===== src/rtl/alu_arbiter.sv =====
// Two-port arbiter/scheduler sharing one clocked 8-bit ALU; tags route results back.
// Optional build macro ALU_ARB_FIXED_PRIO_EN: requester 0 always wins contention.
module alu_arbiter #(
  parameter int unsigned ALU_LATENCY = 1
) (
  input  logic       clk,
  input  logic       rst_n,
  input  logic [1:0] req_valid,
  output logic [1:0] req_ready,
  input  logic [3:0] req_opcode0,
  input  logic [3:0] req_opcode1,
  input  logic [7:0] req_a0,
  input  logic [7:0] req_a1,
  input  logic [7:0] req_b0,
  input  logic [7:0] req_b1,
  output logic [1:0] resp_valid,
  output logic [7:0] resp_data,
  output logic [3:0] alu_opcode,
  output logic [7:0] alu_a,
  output logic [7:0] alu_b,
  input  logic [7:0] alu_out,
  output logic       busy
);

  localparam int unsigned DEPTH = ALU_LATENCY + 1;

  logic [1:0]       grant;
  logic             accept;
  logic             win_id;
  logic [3:0]       alu_opcode_q, alu_opcode_d;
  logic [7:0]       alu_a_q, alu_a_d;
  logic [7:0]       alu_b_q, alu_b_d;
  logic [DEPTH-1:0] tag_vld_q, tag_vld_d;
  logic [DEPTH-1:0] tag_id_q, tag_id_d;

`ifdef ALU_ARB_FIXED_PRIO_EN
  always_comb begin
    grant    = '0;
    grant[0] = req_valid[0];
    grant[1] = req_valid[1] & ~req_valid[0];
  end
`else
  logic rr_ptr_q, rr_ptr_d;

  always_comb begin
    grant = '0;
    case (req_valid)
      2'b01:   grant = 2'b01;
      2'b10:   grant = 2'b10;
      2'b11:   grant = rr_ptr_q ? 2'b10 : 2'b01;
      default: grant = '0;
    endcase
  end

  // Pointer always lands on the requester that lost (or was absent) this cycle.
  always_comb begin
    rr_ptr_d = rr_ptr_q;
    if (accept) rr_ptr_d = ~win_id;
  end

  always_ff @(posedge clk or negedge rst_n) begin
    if (!rst_n) rr_ptr_q <= 1'b0;
    else        rr_ptr_q <= rr_ptr_d;
  end
`endif

  assign req_ready = grant;
  assign accept    = |grant;
  assign win_id    = grant[1];

  always_comb begin
    alu_opcode_d = alu_opcode_q;
    alu_a_d      = alu_a_q;
    alu_b_d      = alu_b_q;
    if (accept) begin
      alu_opcode_d = win_id ? req_opcode1 : req_opcode0;
      alu_a_d      = win_id ? req_a1 : req_a0;
      alu_b_d      = win_id ? req_b1 : req_b0;
    end
  end

  // Entry 0 is the newest issue; entry DEPTH-1 lines up with the ALU result.
  always_comb begin
    tag_vld_d = {tag_vld_q[DEPTH-2:0], accept};
    tag_id_d  = {tag_id_q[DEPTH-2:0], accept & win_id};
  end

  always_ff @(posedge clk or negedge rst_n) begin
    if (!rst_n) begin
      alu_opcode_q <= '0;
      alu_a_q      <= '0;
      alu_b_q      <= '0;
      tag_vld_q    <= '0;
      tag_id_q     <= '0;
    end else begin
      alu_opcode_q <= alu_opcode_d;
      alu_a_q      <= alu_a_d;
      alu_b_q      <= alu_b_d;
      tag_vld_q    <= tag_vld_d;
      tag_id_q     <= tag_id_d;
    end
  end

  always_comb begin
    resp_valid = '0;
    resp_data  = '0;
    if (tag_vld_q[DEPTH-1]) begin
      resp_valid = tag_id_q[DEPTH-1] ? 2'b10 : 2'b01;
      resp_data  = alu_out;
    end
  end

  assign alu_opcode = alu_opcode_q;
  assign alu_a      = alu_a_q;
  assign alu_b      = alu_b_q;
  assign busy       = |tag_vld_q;

endmodule

===== config.mk =====
export PLATFORM = sky130hd
export DESIGN_NAME = alu_arbiter
export DESIGN_NICKNAME = d
export VERILOG_FILES = /design/src/rtl/alu_arbiter.sv
export SDC_FILE = /design/constraint.sdc
export NUM_CORES = 1
export LEC_CHECK = 0
export ABC_AREA = 1
export ABC_CLOCK_PERIOD_IN_PS = 1900
export CORE_MARGIN = 1
export CORE_UTILIZATION = 25
export DETAILED_ROUTE_END_ITERATION = 10
export PLACE_DENSITY = 0.64
export SYNTH_ARGS = -nofsm -noshare
export SYNTH_HDL_FRONTEND = slang
export SYNTH_SLANG_ARGS = --single-unit

===== constraint.sdc =====
create_clock -name clk -period 1.9 [get_ports clk]
set_input_delay 0.19 -clock clk [delete_from_list [all_inputs] [get_ports clk]]
set_output_delay 0.19 -clock clk [all_outputs]
set_load 0.005 [all_outputs]

==> results.toml, run 1 <==
[timing]
clock.fmax_mhz = 557
setup_viol = 0
fin_hold_ws_ns = 0.279
period_share_pct = 94.6
worst_pin_slew_ns = 0.415
fin_skew_ns = 0.00357
slew_viol_final = 0
fin_crit_ns = 1.80
final_hold_viol_count = 0
setup_tns_ns = 0
maxSlewHeadroom_pct = 72.3
grt_setup_unrepaired = "false"

[grt]
grt_pass1_vias = 1339
grt_first_pass_wirelength_um = 6200
grt_use_met2_pct = 26.6
grt_use_met1_pct = 18.3
groute.usage.overall_pct = 14.7
grt_remaining_overflow = 0
grt_max_degree = 26
busiest_layer = "met2"
antenna_found_initial = 0
grt_use_met3_pct = 1.61

[synthesis]
yosys_register_bits = 25
syn_area_mm2 = 0.00133
async_flop_share_pct = 100
synth_edf_count = 0
syn_area_per_cell_um2 = 7.14
synthFlopType = "dfrtp_1"
yosysMostFrequentCell = "nand2_1"
synth_top_area_share_pct = 47.1
synth_commonest_cells = "72 x nand2_1, 40 x nand3_1, 31 x inv_1"
ys_warn_count = 0
synth.area.top_cells = "dfrtp_1 47%, nand2_1 20%, nand3_1 15%"
synth_cell_type_count = 12
ys_seq_area_share_pct = 47.1
syn-num-nets = 238
synth_area_leader_cell = "dfrtp_1"
netlist_instances = 186

[floorplan]
die_h_um = 74.9
fp.coreArea_mm2 = 0.00511
die_area_mm2 = 0.00561
num_rows = 26
io-pin-count = 85
die_w_um = 74.9
initial_core_util_pct = 26.0

[layout]
num_antenna_cells = 0
area_delta_synth_final_pct = 71.1
final_nets = 322
drive_gt1_share_pct = 5.20

[setup_path]
required_ns = 1.71
crit_arrival_ns = 1.61
cp-start-kind = "input pin"
path_max_fanout = 4
crit_type = "input pin to primary output"
end_kind = "primary output"

[placement]
numPortBuffers = 84
hpwl_um = 2800
place_congestion = 0.730

[clock_tree]
post-cts-setup-buffer-count = 0
numCtsBuffers = 3
clock-sinks = 25
path_clk_slew_ns = 0.09
htree_levels = 1
clock_latency_ns = 0.26
cts_tree = "done"
clk_path_buf_depth = 2
hold_buffers = 0
clockRootBuffer = "clkbuf_8"
cts_resized = 0

[routing]
post-route-drc-count = 0
vias = 1414
ant_nets = 0
drtIter0Drc = 93
wl_per_cell_um = 11.6
viasPerCell = 4.17
dr.pass1.iters = 4
routed_wl_um = 3920

[run]
maxCapViolations = 0

[run_status]
outcome = "finished clean"

[pwr]
p_leak_nw = 1.15
ir_worst_vdd_v = 0.000243
p_per_area_mw_per_mm2 = 598

[worst_hold_path]
holdCritPathClass = "input pin to async pin"
[flip-flops by register name, summed over array words and instances, names as in the netlist]
name / cells
alu_a: 8
alu_b: 8
alu_opcode: 4
rr_ptr_q: 1
tag_id_q: 2
tag_vld_q: 2
[cells in the final DEF (no fill, tap or decap), drive strengths merged]
cell / Yosys / layout
buf: 11 / 7
clkbuf: 1 / 4
clkdlybuf4s50: 0 / 84
dfrtp: 25 / 25
inv: 32 / 32
nand2: 73 / 73
nand3: 40 / 40
nor2: 3 / 3
or2: 1 / 1
[path summary, 6_finish.rpt]
path / to / depth (start not counted) / slack [ns] / from
setup / recovery: req_ready[1] / 5 / 0.10 / req_valid[0]
hold / removal: tag_vld_q[1] / 2 / 0.28 / rst_n
setup reg to reg: alu_a[6] / 6 / 0.79 / rr_ptr_q
hold reg to reg: tag_id_q[1] / 0 / 0.35 / tag_id_q[0]
max in group asynchronous: alu_b[4] / 2 / 1.37 / rst_n
min in group clk: tag_id_q[1] / 0 / 0.35 / tag_id_q[0]
[critical path, cell delays in order]
cell and delay [ns]:
clkdlybuf4s50_1 0.51, nand2_2 0.13, inv_1 0.05, nor2_1 0.17, clkdlybuf4s50_1 0.56
[where the power goes]
group	switching, mW	internal (mW)	total [mW]	leakage [nW]
combinational	0.165	0.265	0.429	0.837
clock	0.159	0.150	0.308	0.0228
sequential	0.0332	0.590	0.623	0.295
[cells by family (layout without fill, tap and decap cells)]
kind of cell           count (synthesis)  after routing  share of synthesized area (%)
and+or+nand+nor                      117            117                           37.8
buffers and inverters                 44            127                           15.2
DFF                                   25             25                           47.1
[layout make-up]
type / count / area [um2]
timing repair buffer: 91 / 893
sequential: 25 / 626
clock buffer: 4 / 45.0
tap: 70 / 87.6
inverter: 32 / 120
multi-input combinational: 117 / 502
fill: 565 / 2830
[per-layer routing]
metal / part of all wire [%] / routed length (um) / vias up
met5: 0 / 0 / -
met4: 0.77 / 30 / 0
met3: 5.8 / 226 / 2
met2: 49 / 1920 / 44
met1: 44 / 1740 / 646
li1: - / - / 722
[stage by stage]
step / utilization (%) / area [um2] / setup WS, ns / instances / power, mW
3_3_place_gp: 43.6 / 2230 / 0.148 / 335 / 1.06
4_1_cts: 44.5 / 2270 / 0.111 / 339 / 1.39
2_1_floorplan: - / 1330 / 0.946 / 186 / 0.780
3_5_place_dp: 43.6 / 2230 / 0.111 / 335 / 1.07
5_1_grt: 44.5 / 2270 / 0.0439 / 339 / 1.46
6_report: 44.5 / 2270 / 0.103 / 339 / 1.36
Note: power is estimated with default switching activity, not from simulation.
==> inputs of run 2 (changes only) <==
--- a/config.mk
+++ b/config.mk
@@ -7,10 +7,11 @@
 export LEC_CHECK = 0
 export ABC_AREA = 1
 export ABC_CLOCK_PERIOD_IN_PS = 1900
+export CORE_ASPECT_RATIO = 1.25
 export CORE_MARGIN = 1
-export CORE_UTILIZATION = 25
+export CORE_UTILIZATION = 39
 export DETAILED_ROUTE_END_ITERATION = 10
-export PLACE_DENSITY = 0.64
+export PLACE_DENSITY = 0.9
 export SYNTH_ARGS = -nofsm -noshare
 export SYNTH_HDL_FRONTEND = slang
 export SYNTH_SLANG_ARGS = --single-unit
==> results.toml, run 2 (same netlist as run 1, synthesis figures left out) <==
[clock_tree]
path_clk_slew_ns = 0.08
clk_path_buf_depth = 2
post-cts-setup-buffer-count = 0
hold_buffers = 0
numCtsBuffers = 3
cts_tree = "done"
clock_latency_ns = 0.27
htree_levels = 1
cts_resized = 0
clockRootBuffer = "clkbuf_8"
clock-sinks = 25

[layout]
area_delta_synth_final_pct = 67.4
final_nets = 321
layout_commonest_cell = "clkdlybuf4s50_1"
num_antenna_cells = 0
nFillCells = 280
final_cell_mix = "84 x clkdlybuf4s50_1, 72 x nand2_1, 40 x nand3_1"
drive_gt1_share_pct = 4.85
stdcell_area_mm2 = 0.00222

[routing]
viasPerCell = 4.61
drtIter0Drc = 36
routed_wl_um = 3500
dr.pass1.iters = 4
vias = 1406
wl_per_cell_um = 11.5
post-route-drc-count = 0
ant_nets = 0

[floorplan]
die_area_mm2 = 0.00365
io-pin-count = 85
num_rows = 23
initial_core_util_pct = 41.2
die_h_um = 67.3
die_w_um = 54.2
fp.coreArea_mm2 = 0.00322

[timing]
worst_pin_slew_ns = 0.356
setup_viol = 0
final_hold_viol_count = 0
fin_skew_ns = 0.00271
clock.fmax_mhz = 559
fin_hold_ws_ns = 0.277
slew_viol_final = 0
grt_setup_unrepaired = "false"
fin_crit_ns = 1.79
maxSlewHeadroom_pct = 76.3
setup_ws_ns = 0.111
setup_tns_ns = 0
period_share_pct = 94.1

[placement]
numPortBuffers = 84
hpwl_um = 2570
place_area_mm2 = 0.00218
pre_cts_slack_ns = 0.0856
place_congestion = 0.731

[setup_path]
crit_arrival_ns = 1.60
required_ns = 1.71
path_max_fanout = 2
cp-start-kind = "input pin"
end_kind = "primary output"
crit_type = "input pin to primary output"

[pwr]
p_leak_nw = 1.15
power_frac_seq_pct = 45.8
comb_power_share_pct = 31.1
p_int_mw = 1.00
p_per_area_mw_per_mm2 = 611
p_switching_mw = 0.355
netSwitchingFraction_pct = 26.1
finalPower_mw = 1.36
ir_worst_vdd_v = 0.000464
power.share.clock_pct = 23.0

[grt]
grt_pass1_vias = 1347
grt_max_degree = 26
antenna_found_initial = 0
grt_first_pass_wirelength_um = 5630
grt_remaining_overflow = 0
groute.usage.overall_pct = 21.4

[run]
maxCapViolations = 0

[run_status]
outcome = "finished clean"

[worst_hold_path]
holdCritPathClass = "input pin to async pin"
[run 2: cell types whose count changed in the layout (fill, tap and decap cells not counted)]
cell / before / now
buf_4: 7 / 6
[run 2: power by group through the flow]
stage	logic (mW)	registers (mW)	clock network [mW]
after floorplan	0.147	0.633	0
after global placement	0.417	0.631	0
after detailed placement	0.427	0.633	0
after CTS	0.428	0.624	0.322
after global routing	0.472	0.631	0.343
final	0.423	0.623	0.313
[run 2: path summary, 6_finish.rpt]
path,startpoint,to,slack [ns],cells past startpoint
min in group clk,tag_id_q[0],tag_id_q[1],0.36,0
worst min register to register,tag_id_q[0],tag_id_q[1],0.36,0
worst min-delay path,rst_n,alu_a[6],0.28,2
worst max register to register,rr_ptr_q,alu_a[5],0.84,6
max in group asynchronous,rst_n,alu_a[1],1.38,2
worst max-delay path,req_valid[1],req_ready[1],0.11,6
[run 2: metal layers]
layer  share of wire, %  wire length, um  track usage [%]
met1                 39             1350             22.0
met2                 52             1830             40.9
met3                7.8              271             4.50
met4                1.5               51             7.37
met5                  0                0                0
[run 2: cell type report]
cell class | count | area [um2] | share of cell area [%]
Clock buffer | 4 | 45.0 | 2.02
Inverter | 32 | 120 | 5.40
Multi-Input combinational cell | 117 | 502 | 22.6
Sequential cell | 25 | 626 | 28.1
Tap cell | 37 | 46.3 | 2.08
Timing Repair Buffer | 90 | 886 | 39.8
[run 2: critical path: stages]
cell and delay (ns):
clkdlybuf4s50_1 0.53, nand2_1 0.10, nand2_2 0.07, inv_1 0.05, nor2_1 0.13, clkdlybuf4s50_1 0.53
[run 2: through the flow]
step,util (%),cells
detailed placement,67.6,301
global placement,67.6,301
CTS,69.0,305
global route,69.0,305
finish,69.0,305
floorplan,-,186
==> RTL edit, RTL diff (flow settings as in run 2) <==
Add a define of `ALU_ARB_FIXED_PRIO_EN`.
--- a/src/rtl/alu_arbiter.sv
+++ b/src/rtl/alu_arbiter.sv
@@ -1,4 +1,6 @@
 // Two-port arbiter/scheduler sharing one clocked 8-bit ALU; tags route results back.
 // Optional build macro ALU_ARB_FIXED_PRIO_EN: requester 0 always wins contention.
+`define ALU_ARB_FIXED_PRIO_EN
+
 module alu_arbiter #(
   parameter int unsigned ALU_LATENCY = 1
Behaviour: not the same (Yosys sat finds a counterexample within 4 cycles, from zero or initial values and one cycle with rst_n low).
==> RTL edit against run 2 <==
Power is 17% lower. Routed wire length is 15% lower. Clock skew shrank 2.5 ps. Final area down 9.6%. Area after synthesis down 16%. Sequential cell count down 1. Sequential power down 6.9%. Setup slack better by 23 ps.
==> RTL edit: results (changes against run 2) <==
finish:
  final_nets: 278  # -13%
  drive_above_1_share_pct: 6.70  # +1.8 points
routing:
  met3RoutedLength_microns: 233  # -14%
  num_vias: 1210  # -14%
  drtIter0Drc: 13  # -64%
  avgRoutedWirePerCell_microns: 11.5  # about the same
  wl_met2_mm: 1.58  # -13%
  drt-met1-wl_mm: 1.12  # -17%
setup_path:
  arrival_ps: 1580  # -20 ps
  slowest_stage: "dfrtp_1"
  max_stage_delay_ps: 510  # -20 ps
  r2r_slack_ps: 1250  # +410 ps
  crit_fanout: 11  # +9
logic_synthesis:
  syn_nets: 193  # -19%
  muxShareOfSynthArea_pct: 0  # unchanged
  synthTopCellsByArea: "dfrtp_1 (54%), nand3_1 (18%), nand2_1 (16%)"
  ys_types: 10  # -2
  synthArstFlopShare_pct: 100  # unchanged
  ys_top_cells_by_count: "nand2_1 (49), nand3_1 (40), dfrtp_1 (24)"
  synthAdderAreaFrac_pct: 0  # unchanged
  synth_seq_area_share_pct: 53.7  # +6.6 points
grt:
  grtUsageTotal_pct: 20.2  # -1.2 points
  grt_pass1_wl_mm: 4.67  # -17%
  grt_max_degree: 25  # -3.8%
  grt_pass1_vias: 1095  # -19%
place:
  post-dp-hpwl_mm: 2.29  # -11%
  placed_area_sq_mm: 0.00199  # -8.7%
  gp_congestion: 0.764  # +4.4%
  dpl_worst_slack_ps: 255  # +169 ps
run_status:
  status: "finished, final reports clean"
clock_network:
  clkLatencyLatePin_ps: 290  # +20 ps
  postCtsSetupBuffers: 0  # unchanged
  clkTransAtPathRegs_ps: 120  # +40 ps
  cts-root-buf: "clkbuf_4"
  cts_buffer_depth: 2  # unchanged
power:
  p_leak_uw: 0.000945  # -18%
  internal_power_uw: 852  # -15%
  ir_drop_uv: 508  # +9.4%
timing:
  skew_ps: 0.226  # -2.49 ps
  layout_setup_ws_ps: 134  # +22.9 ps
  slew_headroom_pct: 76.9  # +0.60 points
-- RTL edit: changes by cell type in the layout (fill, tap and decap cells not counted), moves of 2 or more --
| cell | run 2 | this run |
|---|---|---|
| inv_2 | 1 | 3 |
| nand2_1 | 72 | 49 |
| clkbuf_4 | 0 | 3 |
| inv_1 | 31 | 10 |
| clkbuf_8 | 3 | 0 |
-- RTL edit: final timing paths --
check,startpoint,depth (start not counted),end
min,rst_n,2,alu_a[5]$_DFFE_PN0P_
max,tag_vld_q[1]$_DFF_PN0_,2,busy
max reg2reg,alu_a[6]$_DFFE_PN0P_,2,alu_a[6]$_DFFE_PN0P_
min in group clk,tag_id_q[0]$_DFF_PN0_,0,tag_id_q[1]$_DFF_PN0_
max in group asynchronous,rst_n,2,tag_id_q[0]$_DFF_PN0_
min reg2reg,tag_id_q[0]$_DFF_PN0_,0,tag_id_q[1]$_DFF_PN0_
-- RTL edit: final cells by class --
class | instances | area [sq um]
timing repair buffer | 91 | 893
fill | 203 | 694
sequential | 24 | 601
multi-input combinational | 93 | 404
inverter | 13 | 48.8
tap | 34 | 42.5
clock buffer | 3 | 22.5
-- RTL edit: kinds of logic (layout without fill, tap and decap cells) --
logic type / Yosys count / count (layout)
DFF: 24 / 24
buffers and inverters: 24 / 107
and+or+nand+nor: 93 / 93
-- RTL edit: metrics by stage --
stage	cells	hold slack [ps]	power, uW
floorplan	141	-106	679
CTS	258	239	1140
detailed placement	255	343	929
finish	258	234	1120
global route	258	252	1200
global placement	255	332	920
-- RTL edit: power groups by stage --
stage / Combinational [uW] / Sequential [uW] / Clock (uW)
CTS: 340 / 580 / 219
floorplan: 89.4 / 590 / 0
global route: 367 / 585 / 242
global placement: 333 / 587 / 0
detailed placement: 339 / 590 / 0
finish: 335 / 580 / 209
-- RTL edit: critical path: cells and delay by family (launching register included) --
kind	cells	cell delay, ps
simple gates	1	330
flops	1	510
buf+inv	1	450
-- RTL edit: metal layers --
metal / vias up / global-route usage (%)
met4: 0 / 6.12
met3: 2 / 5.60
li1: 610 / -
met1: 539 / 20.5
met5: - / 0
met2: 59 / 40.5
